===== config.mk =====
export PLATFORM = sky130hd
export DESIGN_NAME = var_delay_line_flat
export DESIGN_NICKNAME = d
export VERILOG_FILES = /design/src/rtl/var_delay_line_if.sv /design/src/rtl/var_delay_line.sv /design/src/flat_wrapper.sv
export SDC_FILE = /design/constraint.sdc
export NUM_CORES = 1
export LEC_CHECK = 0
export ABC_AREA = 1
export CORE_ASPECT_RATIO = 0.9
export CORE_MARGIN = 5
export CORE_UTILIZATION = 53
export DETAILED_ROUTE_END_ITERATION = 6
export PLACE_DENSITY_LB_ADDON = 0.3
export SLEW_MARGIN = 40
export SYNTH_ARGS = -nofsm -noshare
export SYNTH_HDL_FRONTEND = slang
export SYNTH_SLANG_ARGS = --single-unit

===== constraint.sdc =====
create_clock -name clk -period 13.85 [get_ports clk]
set_clock_uncertainty 0.2 [all_clocks]
set_input_delay 2.77 -clock clk [delete_from_list [all_inputs] [get_ports clk]]
set_output_delay 2.77 -clock clk [all_outputs]
set_load 0.05 [all_outputs]

===== src/rtl/var_delay_line_if.sv =====
// Handshake and status bundle for var_delay_line: stream in, tapped stream out,
// delay programming and occupancy.
interface var_delay_line_if #(
  parameter int WIDTH = 8,
  parameter int DLY_W = 5
);
  logic             en;
  logic             din_valid;
  logic [WIDTH-1:0] din;
  logic [DLY_W-1:0] dly_sel;
  logic             dly_load;
  logic             flush;
  logic             dout_valid;
  logic [WIDTH-1:0] dout;
  logic [DLY_W-1:0] cur_dly;
  logic             dly_clamped;
  logic [DLY_W-1:0] occ;

  modport master (
    output en, din_valid, din, dly_sel, dly_load, flush,
    input  dout_valid, dout, cur_dly, dly_clamped, occ
  );

  modport slave (
    input  en, din_valid, din, dly_sel, dly_load, flush,
    output dout_valid, dout, cur_dly, dly_clamped, occ
  );
endinterface


===== src/rtl/var_delay_line.sv =====
// Runtime-programmable delay line: MAX_STAGE data/valid stages, tap at cur_dly-1,
// with stall, flush, delay reload (which empties the line) and occupancy count.
module var_delay_line #(
  parameter int WIDTH     = 8,
  parameter int MAX_STAGE = 16,
  parameter int DEF_DLY   = 4
) (
  input  logic         clk,
  input  logic         rst,
  var_delay_line_if.slave bus
);
  localparam int DLY_W = $clog2(MAX_STAGE + 1);

  logic [WIDTH-1:0]     data_p0 [MAX_STAGE];
  logic [MAX_STAGE-1:0] vld_p0;
  logic [DLY_W-1:0]     cur_dly_q;
  logic                 dly_clamped_q;

  logic                 dout_valid_c;
  logic [WIDTH-1:0]     dout_c;
  logic [DLY_W-1:0]     occ_c;

  function automatic logic sel_out_of_range(input logic [DLY_W-1:0] sel);
    return (sel == '0) || (int'(sel) > MAX_STAGE);
  endfunction

  function automatic logic [DLY_W-1:0] clamp_dly(input logic [DLY_W-1:0] sel);
    if (sel == '0)
      return DLY_W'(1);
    if (int'(sel) > MAX_STAGE)
      return DLY_W'(MAX_STAGE);
    return sel;
  endfunction

  // Stage register: rst > dly_load > flush > en; a load or flush drops din on its edge.
  always_ff @(posedge clk) begin
    if (rst) begin
      vld_p0        <= '0;
      for (int i = 0; i < MAX_STAGE; i++)
        data_p0[i] <= '0;
      cur_dly_q     <= DLY_W'(DEF_DLY);
      dly_clamped_q <= 1'b0;
    end else if (bus.dly_load) begin
      cur_dly_q     <= clamp_dly(bus.dly_sel);
      dly_clamped_q <= sel_out_of_range(bus.dly_sel);
      vld_p0        <= '0;
    end else if (bus.flush) begin
      vld_p0 <= '0;
    end else if (bus.en) begin
      data_p0[0] <= bus.din;
      vld_p0[0]  <= bus.din_valid;
      for (int i = 1; i < MAX_STAGE; i++) begin
        data_p0[i] <= data_p0[i-1];
        vld_p0[i]  <= vld_p0[i-1];
      end
    end
  end

  // Output tap and occupancy, combinational from the stage registers.
  always_comb begin
    dout_valid_c = 1'b0;
    dout_c       = '0;
    occ_c        = '0;
    for (int i = 0; i < MAX_STAGE; i++) begin
      if (DLY_W'(i + 1) == cur_dly_q) begin
        dout_valid_c = vld_p0[i];
        dout_c       = vld_p0[i] ? data_p0[i] : '0;
      end
      if ((DLY_W'(i) < cur_dly_q) && vld_p0[i])
        occ_c = occ_c + DLY_W'(1);
    end
  end

  assign bus.dout_valid  = dout_valid_c;
  assign bus.dout        = dout_c;
  assign bus.cur_dly     = cur_dly_q;
  assign bus.dly_clamped = dly_clamped_q;
  assign bus.occ         = occ_c;
endmodule


===== src/flat_wrapper.sv =====
// flat-port wrapper written by rule: the top's interface ports become plain ports
module var_delay_line_flat 
#(
  parameter int WIDTH     = 8,
  parameter int MAX_STAGE = 16,
  parameter int DEF_DLY   = 4
)
  (clk, rst, bus_en, bus_din_valid, bus_din, bus_dly_sel, bus_dly_load, bus_flush, bus_dout_valid, bus_dout, bus_cur_dly, bus_dly_clamped, bus_occ);
  var_delay_line_if #(.WIDTH(WIDTH), .DLY_W(($clog2(MAX_STAGE + 1)))) bus_i ();
  input  logic clk;
  input  logic rst;
  input wire logic [$bits(bus_i.en)-1:0] bus_en;
  input wire logic [$bits(bus_i.din_valid)-1:0] bus_din_valid;
  input wire logic [$bits(bus_i.din)-1:0] bus_din;
  input wire logic [$bits(bus_i.dly_sel)-1:0] bus_dly_sel;
  input wire logic [$bits(bus_i.dly_load)-1:0] bus_dly_load;
  input wire logic [$bits(bus_i.flush)-1:0] bus_flush;
  output wire logic [$bits(bus_i.dout_valid)-1:0] bus_dout_valid;
  output wire logic [$bits(bus_i.dout)-1:0] bus_dout;
  output wire logic [$bits(bus_i.cur_dly)-1:0] bus_cur_dly;
  output wire logic [$bits(bus_i.dly_clamped)-1:0] bus_dly_clamped;
  output wire logic [$bits(bus_i.occ)-1:0] bus_occ;
  assign bus_i.en = bus_en;
  assign bus_i.din_valid = bus_din_valid;
  assign bus_i.din = bus_din;
  assign bus_i.dly_sel = bus_dly_sel;
  assign bus_i.dly_load = bus_dly_load;
  assign bus_i.flush = bus_flush;
  assign bus_dout_valid = bus_i.dout_valid;
  assign bus_dout = bus_i.dout;
  assign bus_cur_dly = bus_i.cur_dly;
  assign bus_dly_clamped = bus_i.dly_clamped;
  assign bus_occ = bus_i.occ;
  var_delay_line #(.WIDTH(WIDTH), .MAX_STAGE(MAX_STAGE), .DEF_DLY(DEF_DLY)) u_core (.clk(clk), .rst(rst), .bus(bus_i));
endmodule

==> implementation parameters, run 1 <==
Parameter                              Value

Route
  Average vias per placed instance    5.03
  Residual DRC    0
  Final routed wire length divided by cell count    12.8 um
  Initial DRT Pass Iterations    5
  Total length of routed wires    17.6 mm
  Post-route antenna net violation count    0
  Vias after detailed routing    6903
  Initial DRC Count    just over 500

Worst setup path
  Largest fanout on the critical path    10
  Top cell by count, worst path    sky130_fd_sc_hd__nand2_1
  Critical Path Slowest Stage Cell    sky130_fd_sc_hd__clkdlybuf4s50_1
  CP arrival    9140 ps
  Number of cells traversed by the worst register-to-register path    2
  Worst reg2reg endpoint    u_core.bus.cur_dly[0]$_SDFFE_PP0P_
  Critical Path Start    u_core.bus.cur_dly[4]$_SDFFE_PP0P_
  Worst setup path class    flip-flop to output port
  Worst R2R Start    u_core.bus.cur_dly[0]$_SDFFE_PP0P_
  Crit-path max cell delay    790 ps
  Reg-to-reg slack, setup    12410 ps
  Required time of the critical path    roughly 11000 ps
  Worst Setup Start Kind    flip-flop
  Nature of the critical path endpoint    output port

GRT
  Total global-route track usage    0.183
  Pin count of the biggest net entering global routing    81
  Wire length of the first global-routing pass    29.7 mm
  Grt ovf    0
  Vias in the first global route    6395
  Initial antenna violation count    0

Hold path
  Worst min path class    flip-flop to flip-flop
  Worst min-delay path endpoint    u_core.vld_p0[8]$_SDFFE_PP0P_
  Worst Hold Launch    u_core.vld_p0[7]$_SDFFE_PP0P_
  Number of stages on the worst hold path    2

Placed design
  Post-Place Worst Slack    2150 ps
  GPL Wtd Cong    0.885
  HPWL after detailed placement    12.5 mm
  Area post-placement    approximately 9400 um^2
  Port bufs    38

Power
  Leak Pwr    between 4 and 5 nW
  Power density over the cells    approximately 110 nW/um^2
  Overall power    1.06 mW
  Peak VDD IR    93.8 uV

Clock tree
  Setup bufs post-CTS    0
  Clock slew at reported path FFs    60 ps
  Resized cells post-CTS    0
  Insertion delay to the later sink of the worst-skew pair    410 ps
  Clock Path Buffers    2
  CTS tree    yes
  Root buffer cell    sky130_fd_sc_hd__clkbuf_16
  CTS Hold Bufs    0
  Sink Count    150
  Number of levels in the clock H-tree    4
  Number of CTS-inserted buffers    17

Timing
  Maximum achievable frequency    82.5 MHz
  Final number of setup-violating endpoints    0
  RSZ-0062 raised after global routing    false
  Fin worst setup slack    1740 ps
  Final critical-path required period    12110 ps
  Number of slew-limit violations in the final report    0
  Setup TNS Final    0 ps
  Relative slew slack    0.468
  Final number of hold-violating endpoints    0
  Period utilization    0.875
  Worst Max-Slew Pin Slew    798 ps

Floorplan
  Core box area    16200 um^2
  Number of placed I/O pins    39
  Die area    just under 20000 um^2
  Starting Density    0.542
  Die height    132 um
  Width of the chip    146 um
  Number of rows created at floorplan    44

Logic synthesis
  Unique cell type count in the Yosys netlist    44
  Synthesized instance count    1113
  Post-synth ARST share    0
  Count of state elements after synthesis    150
  Mapped Area    8770 um^2
  Number of enable-type register cells in the synthesized netlist    roughly 130
  Sequential element share of the synthesized area    0.489
  Main flop type after synthesis    sky130_fd_sc_hd__edfxtp_1
  Total number of yosys warnings    0
  Mean instance size in the synthesized netlist    a little under 8 um^2
  Mapped Nets    1151

Cells and area
  P&R area growth vs syn    13.6%
  Final-stage net count    1191
  Fin area    between 9000 and 10000 um^2
  Antenna Cells    0
  Fraction of final layout cells with drive strength greater than 1    0.0695

Job
  Maxcap violations    0

Status
  Status    complete, no violations
==> power breakdown <==
part	leakage [nW]	internal [mW]	total, mW	switching, mW
registers	1.51	0.517	0.529	0.0117
clock network	0.288	0.297	0.470	0.173
logic	2.75	0.0174	0.0590	0.0416
total	4.55	0.832	1.06	0.226
==> flip-flops by register name, indices dropped and copies added (netlist names) <==
signal and flops:
u_core.data_p0 128, u_core.vld_p0 16, u_core.bus.cur_dly 5, u_core.bus.dly_clamped 1
==> final cells by class <==
cell class              count  area [um^2]
inverters                 248          933
repair buffers             43          419
multi-input cells         693         3470
fillers                  1413         6220
flip-flops and latches    150         4280
clock inverters            13          161
well taps                 207          259
clock buffers              19          433
==> cells in the mapped netlist, drive strengths merged (5+ instances only) <==
master	number	area, um^2
inv	247	930
nand2	238	956
nor2	209	813
edfxtp	128	3840
nand3	84	493
a21oi	35	175
dfxtp	22	440
ha	19	238
clkbuf	18	67.6
o2111ai	18	158
o21ai	13	68.8
a221oi	11	96.3
o22ai	9	56.3
a22oi	7	52.6
nand4	7	43.8
or2	7	43.8
nand3b	6	45.0
nor3	5	30.0
o221ai	5	43.8
==> critical path, delay by kind of cell (launching register included) <==
family	cells	cell delay, ps
AOI/OAI and AO/OA	10	2200
adders and majority gates	8	2200
buffers and inverters	5	1150
DFF	1	440
and+or+nand+nor	24	2730
==> placed cells by master, fill, tap and decap left out, drive strengths merged, types with 2 or more instances in the layout <==
cell,n
a211oi,2
a21oi,35
a221oi,11
a22oi,7
a31oi,3
buf,6
bufinv,4
clkbuf,19
clkdlybuf4s50,37
clkinv,9
dfxtp,22
edfxtp,128
ha,19
inv,247
nand2,238
nand3,84
nand3b,6
nand4,7
nor2,209
nor3,5
nor4,4
o2111ai,18
o211ai,3
o21ai,13
o221ai,5
o22ai,9
o31ai,3
or2,7
xor2,2
==> worst max-delay path by stage <==
stage | end | slack, ps | cells past startpoint
finish | bus_occ[4] | 1740 | 47
global route | bus_occ[4] | 850 | 48
CTS | bus_occ[4] | 1700 | 47
detailed placement | bus_occ[4] | 2150 | 47
global placement | bus_occ[4] | 2530 | 54
floorplan | u_core.data_p0[0][0]$_SDFFCE_PN0P_ | 230 | 3
==> cell families (layout without fill, tap and decap cells) <==
| family | Yosys count | in the layout | share of synthesized area |
|---|---|---|---|
| flip-flops | 150 | 150 | 0.489 |
| AND/OR/NAND/NOR | 561 | 561 | 0.280 |
| XOR/XNOR | 3 | 3 | 0.00300 |
| buffers and inverters | 270 | 323 | 0.117 |
| AO/OA/AOI/OAI | 110 | 110 | 0.0840 |
| adder cells (fa/ha/maj) | 19 | 19 | 0.0271 |
==> layer usage <==
layer	vias up	wire, um	GRT usage
met4	0	150	0.0332
met1	3099	8570	0.258
met2	142	7950	0.291
li1	3649	-	-
met5	-	0	0
met3	13	953	0.0481
==> metrics by stage <==
step           hold slack [ps]  cells  utilization
4_1_cts                    277   1373        0.615
3_5_place_dp               264   1341        0.579
2_1_floorplan              245   1113            -
6_report                   270   1373        0.616
3_3_place_gp               260   1341        0.578
5_1_grt                    310   1373        0.616
Note: power is estimated with default switching activity, not from simulation.
==> run 2: changes to the inputs <==
--- a/config.mk
+++ b/config.mk
@@ -7,7 +7,6 @@
 export LEC_CHECK = 0
 export ABC_AREA = 1
 export CORE_ASPECT_RATIO = 0.9
-export CORE_MARGIN = 5
 export CORE_UTILIZATION = 53
 export DETAILED_ROUTE_END_ITERATION = 6
 export PLACE_DENSITY_LB_ADDON = 0.3
==> implementation parameters, run 2 (synthesis results as in run 1) <==
Parameter                              Value

Clock tree
  Number of levels in the clock H-tree    4 (unchanged)
  Number of CTS-inserted buffers    17 (unchanged)
  Root buffer cell    sky130_fd_sc_hd__clkbuf_16 (unchanged)
  CTS tree    yes (unchanged)
  Sink Count    150 (unchanged)
  Clock slew at reported path FFs    60 ps (about the same)
  Clock Path Buffers    2 (unchanged)
  Insertion delay to the later sink of the worst-skew pair    420 ps (was 410 ps)
  Setup bufs post-CTS    0 (unchanged)
  Resized cells post-CTS    0 (unchanged)
  CTS Hold Bufs    0 (unchanged)

Cells and area
  Most frequent cells in the layout    241 x sky130_fd_sc_hd__inv_1, 220 x sky130_fd_sc_hd__nand2_1, 205 x sky130_fd_sc_hd__nor2_1, 128 x sky130_fd_sc_hd__edfxtp_1, 71 x sky130_fd_sc_hd__nand3_1 (unchanged)
  Fraction of final layout cells with drive strength greater than 1    0.0704 (was 0.0695)
  P&R area growth vs syn    13.3% (was 13.6%)
  Antenna Cells    0 (unchanged)
  Final cell count without fillers    1372 (was 1373)
  Largest register FFs    128 (unchanged)
  Most common cell after layout, fill and taps aside    sky130_fd_sc_hd__inv_1 (unchanged)
  Final Util    0.616 (about the same)
  Most flop-heavy register    u_core.data_p0 (unchanged)
  Final-stage net count    1191 (unchanged)

Floorplan
  Core box area    16100 um^2 (was 16200 um^2)
  Starting Density    0.544 (was 0.542)
  Number of placed I/O pins    39 (unchanged)
  Die area    17100 um^2 (was 19200 um^2)
  Number of rows created at floorplan    44 (unchanged)
  Die height    124 um (was 132 um)
  Width of the chip    138 um (was 146 um)

Placed design
  GPL Wtd Cong    0.867 (was 0.885)
  Cell count after placement    1341 (unchanged)
  HPWL after detailed placement    12.1 mm (was 12.5 mm)
  Port bufs    38 (unchanged)

GRT
  Met3 routing resource usage after global routing    0.0472 (was 0.0481)
  GRT busiest layer    met2 (unchanged)
  Vias in the first global route    6136 (was 6395)
  Pin count of the biggest net entering global routing    81 (unchanged)
  Wire length of the first global-routing pass    28.1 mm (was 29.7 mm)
  Fraction of met2 tracks used by global routing    0.329 (was 0.291)
  Met1 usage in global routing    0.300 (was 0.258)
  Initial antenna violation count    0 (unchanged)
  Grt ovf    0 (unchanged)
  Total global-route track usage    0.214 (was 0.183)

Timing
  Setup TNS Final    0 ps (unchanged)
  RSZ-0062 raised after global routing    false (unchanged)
  Period utilization    0.870 (was 0.875)
  Worst Max-Slew Pin Slew    796 ps (was 798 ps)
  Final critical-path required period    12050 ps (was 12110 ps)
  Worst hold slack    264 ps (was 270 ps)
  Final number of setup-violating endpoints    0 (unchanged)
  Maximum achievable frequency    83.0 MHz (was 82.5 MHz)
  Number of slew-limit violations in the final report    0 (unchanged)
  Final number of hold-violating endpoints    0 (unchanged)
  Relative slew slack    0.470 (was 0.468)

Worst setup path
  CP arrival    9080 ps (was 9140 ps)
  Number of cells traversed by the worst register-to-register path    2 (unchanged)
  Critical Path Slowest Stage Cell    sky130_fd_sc_hd__clkdlybuf4s50_1 (unchanged)
  Largest fanout on the critical path    10 (unchanged)
  Nature of the critical path endpoint    output port (unchanged)
  Top cell by count, worst path    sky130_fd_sc_hd__nand2_1 (unchanged)
  Worst Setup Start Kind    flip-flop (unchanged)
  Crit-path max cell delay    790 ps (about the same)
  Worst setup path class    flip-flop to output port (unchanged)
  Required time of the critical path    10880 ps (about the same)

Route
  Average vias per placed instance    5.06 (was 5.03)
  Residual DRC    0 (unchanged)
  Total length of routed wires    17.2 mm (was 17.6 mm)
  Vias after detailed routing    6939 (was 6903)
  Initial DRT Pass Iterations    5 (unchanged)
  Initial DRC Count    581 (was 517)
  Post-route antenna net violation count    0 (unchanged)
  Final routed wire length divided by cell count    12.6 um (was 12.8 um)

Status
  Status    complete, no violations (unchanged)

Hold path
  Number of stages on the worst hold path    2 (unchanged)
  Worst min path class    flip-flop to flip-flop (unchanged)

Power
  Peak VDD IR    98.0 uV (was 93.8 uV)
  Power density over the cells    105 nW/um^2 (was 106 nW/um^2)
  Leak Pwr    4.54 nW (was 4.55 nW)

Job
  Maxcap violations    0 (unchanged)
run 2: changes by cell type in the layout (fill, tap and decap cells not counted):
cell and change:
sky130_fd_sc_hd__clkinv_1 -2, sky130_fd_sc_hd__bufinv_16 -1, sky130_fd_sc_hd__clkinvlp_4 +1, sky130_fd_sc_hd__clkinv_2 +1
run 2: worst max-delay path, delay by kind of cell, from the launching register on:
family	cells	cell delay, ps
compound gates	4	740
xor+xnor	2	280
fa+ha+maj	8	2040
buf+inv	6	1220
flops	1	440
simple gates	33	3940
run 2: layer usage:
layer,routed length [um],part of all wire
met5,0,0
met2,7680,0.45
met1,8320,0.48
met3,1030,0.060
met4,193,0.011
run 2: worst paths after layout:
path	from	end	slack (ps)
worst min register to register	u_core.vld_p0[7]$_SDFFE_PP0P_	u_core.vld_p0[8]$_SDFFE_PP0P_	260
worst max register to register	u_core.bus.cur_dly[0]$_SDFFE_PP0P_	u_core.bus.cur_dly[0]$_SDFFE_PP0P_	12420
worst min-delay path	u_core.vld_p0[7]$_SDFFE_PP0P_	u_core.vld_p0[8]$_SDFFE_PP0P_	260
worst max-delay path	u_core.bus.cur_dly[4]$_SDFFE_PP0P_	bus_occ[4]	1800
run 2: report_power, final:
group | switching (mW) | total [mW] | internal, mW
Sequential | 0.0118 | 0.529 | 0.517
Clock | 0.175 | 0.453 | 0.279
Combinational | 0.0416 | 0.0590 | 0.0174
run 2: through the flow:
stage / setup WS [ps] / total power [mW] / cell area, um^2
final: 1800 / 1.04 / 9940
after global routing: 901 / 1.08 / 9940
after CTS: 1790 / 1.05 / 9940
after detailed placement: 2310 / 0.596 / 9370
after global placement: 2540 / 0.594 / 9360
after floorplan: 233 / 0.583 / 8770
run 2: layout make-up:
cell class,count,area [um^2]
well taps,207,259
flip-flops and latches,150,4280
clock inverters,12,136
multi-input cells,693,3470
repair buffers,43,419
fillers,1372,6190
inverters,248,933
clock buffers,19,433
==> run 3: changes to the inputs <==
--- a/config.mk
+++ b/config.mk
@@ -7,8 +7,9 @@
 export LEC_CHECK = 0
 export ABC_AREA = 1
 export CORE_ASPECT_RATIO = 0.9
-export CORE_UTILIZATION = 53
+export CORE_UTILIZATION = 45
 export DETAILED_ROUTE_END_ITERATION = 6
+export MAX_ROUTING_LAYER = met4
 export PLACE_DENSITY_LB_ADDON = 0.3
 export SLEW_MARGIN = 40
 export SYNTH_ARGS = -nofsm -noshare
==> implementation parameters, run 3 (synthesis results as in run 1) <==
Parameter                              Value

Floorplan
  Width of the chip    149 um (was 138 um)
  Die area    20100 um^2 (was 17100 um^2)
  Number of rows created at floorplan    48 (was 44)
  Number of placed I/O pins    39 (unchanged)
  Core box area    19200 um^2 (was 16100 um^2)
  Die height    134 um (was 124 um)
  Starting Density    0.458 (was 0.544)

Cells and area
  Antenna Cells    0 (unchanged)
  Fin area    10000 um^2 (was 9940 um^2)
  Final-stage net count    1191 (unchanged)
  P&R area growth vs syn    14.2% (was 13.3%)
  Most flop-heavy register    u_core.data_p0 (unchanged)
  Number of inserted filler cells in the final layout    1798 (was 1372)
  Most common cell after layout, fill and taps aside    sky130_fd_sc_hd__inv_1 (unchanged)
  Most frequent cells in the layout    241 x sky130_fd_sc_hd__inv_1, 220 x sky130_fd_sc_hd__nand2_1, 205 x sky130_fd_sc_hd__nor2_1, 128 x sky130_fd_sc_hd__edfxtp_1, 71 x sky130_fd_sc_hd__nand3_1 (unchanged)
  Fraction of final layout cells with drive strength greater than 1    0.0686 (was 0.0704)
  Largest register FFs    128 (unchanged)

GRT
  Total global-route track usage    0.189 (was 0.214)
  Vias in the first global route    6226 (was 6136)
  Wire length of the first global-routing pass    29.3 mm (was 28.1 mm)
  Pin count of the biggest net entering global routing    90 (was 81)
  Grt ovf    0 (unchanged)
  Initial antenna violation count    0 (unchanged)

Power
  Power density over the cells    106 nW/um^2 (was 105 nW/um^2)
  Leak Pwr    4.55 nW (was 4.54 nW)
  Peak VDD IR    70.8 uV (was 98.0 uV)

Clock tree
  Number of CTS-inserted buffers    17 (unchanged)
  Root buffer cell    sky130_fd_sc_hd__clkbuf_16 (unchanged)
  Number of levels in the clock H-tree    4 (unchanged)
  Setup bufs post-CTS    0 (unchanged)
  Clock Path Buffers    2 (unchanged)
  CTS Hold Bufs    0 (unchanged)
  Resized cells post-CTS    0 (unchanged)
  Sink Count    150 (unchanged)
  CTS tree    yes (unchanged)
  Insertion delay to the later sink of the worst-skew pair    430 ps (was 420 ps)
  Clock slew at reported path FFs    60 ps (about the same)

Timing
  RSZ-0062 raised after global routing    false (unchanged)
  Number of slew-limit violations in the final report    0 (unchanged)
  Final number of hold-violating endpoints    0 (unchanged)
  Final number of setup-violating endpoints    0 (unchanged)
  Worst Max-Slew Pin Slew    821 ps (was 796 ps)
  Period utilization    0.873 (was 0.870)
  Setup TNS Final    0 ps (unchanged)
  Fin worst setup slack    1760 ps (was 1800 ps)
  Maximum achievable frequency    82.7 MHz (was 83.0 MHz)
  Worst hold slack    289 ps (was 264 ps)
  Final critical-path required period    12090 ps (was 12050 ps)
  Relative slew slack    0.452 (was 0.470)

Placed design
  Post-Place Worst Slack    2260 ps (was 2310 ps)
  GPL Wtd Cong    0.879 (was 0.867)
  Port bufs    38 (unchanged)
  Area post-placement    9420 um^2 (was 9370 um^2)
  HPWL after detailed placement    12.3 mm (was 12.1 mm)

Route
  Initial DRT Pass Iterations    4 (was 5)
  Residual DRC    0 (unchanged)
  Average vias per placed instance    4.80 (was 5.06)
  Initial DRC Count    511 (was 581)
  Final routed wire length divided by cell count    12.3 um (was 12.6 um)
  Post-route antenna net violation count    0 (unchanged)
  Vias after detailed routing    6798 (was 6939)
  Total length of routed wires    17.4 mm (was 17.2 mm)

Worst setup path
  Worst setup path class    flip-flop to output port (unchanged)
  Largest delay share family, worst path    simple AND/OR/NAND/NOR gates (unchanged)
  Worst Setup Start Kind    flip-flop (unchanged)
  Largest fanout on the critical path    10 (unchanged)
  Required time of the critical path    10880 ps (about the same)
  Top cell by count, worst path    sky130_fd_sc_hd__nand2_1 (unchanged)
  Worst path bufs/invs    5 (was 6)
  Nature of the critical path endpoint    output port (unchanged)
  Critical Path Slowest Stage Cell    sky130_fd_sc_hd__clkdlybuf4s50_1 (unchanged)
  Crit-path max cell delay    790 ps (about the same)
  CP arrival    9120 ps (was 9080 ps)

Job
  Maxcap violations    0 (unchanged)

Status
  Status    complete, no violations (unchanged)

Hold path
  Worst min path class    flip-flop to flip-flop (unchanged)
-- run 3: cell type report --
| cell class | instances | area (um^2) | area share |
|---|---|---|---|
| clock inverter | 14 | 164 | 0.0164 |
| timing repair buffer | 43 | 419 | 0.0418 |
| clock buffer | 18 | 429 | 0.0428 |
| sequential | 150 | 4280 | 0.428 |
| tap | 250 | 313 | 0.0312 |
| multi-input combinational | 693 | 3470 | 0.347 |
| inverter | 248 | 933 | 0.0932 |
-- run 3: report_power, final --
group	internal, mW	switching, mW
Clock	0.296	0.177
Sequential	0.517	0.0113
Combinational	0.0174	0.0413
Total	0.830	0.229
-- run 3: worst paths after layout --
kind / from / end / slack, ps / cells after the start
max: u_core.bus.cur_dly[4]$_SDFFE_PP0P_ / bus_occ[4] / 1760 / 47
min: u_core.vld_p0[7]$_SDFFE_PP0P_ / u_core.vld_p0[8]$_SDFFE_PP0P_ / 290 / 2
max reg2reg: u_core.bus.cur_dly[0]$_SDFFE_PP0P_ / u_core.bus.cur_dly[0]$_SDFFE_PP0P_ / 12410 / 2
min reg2reg: u_core.vld_p0[7]$_SDFFE_PP0P_ / u_core.vld_p0[8]$_SDFFE_PP0P_ / 290 / 2
-- run 3: stage by stage --
stage	cells	total power, mW	utilization
after floorplan	1113	0.583	-
after global routing	1416	1.10	0.523
final	1416	1.06	0.523
after global placement	1384	0.594	0.492
after CTS	1416	1.07	0.523
after detailed placement	1384	0.596	0.492
-- run 3: routing by layer --
| layer | wire length (um) | vias up | global-route usage |
|---|---|---|---|
| met5 | 0 | - | - |
| met4 | 159 | 0 | 0.0539 |
| met3 | 908 | 13 | 0.0405 |
| met2 | 7360 | 114 | 0.272 |
| met1 | 8990 | 3015 | 0.267 |
| li1 | - | 3656 | - |
-- run 3: worst register-to-register path, delay by kind of cell, from the launching register on --
kind	cells	cell delay, ps
flip-flops	1	570
AO/OA/AOI/OAI	1	330
buffers and inverters	1	240
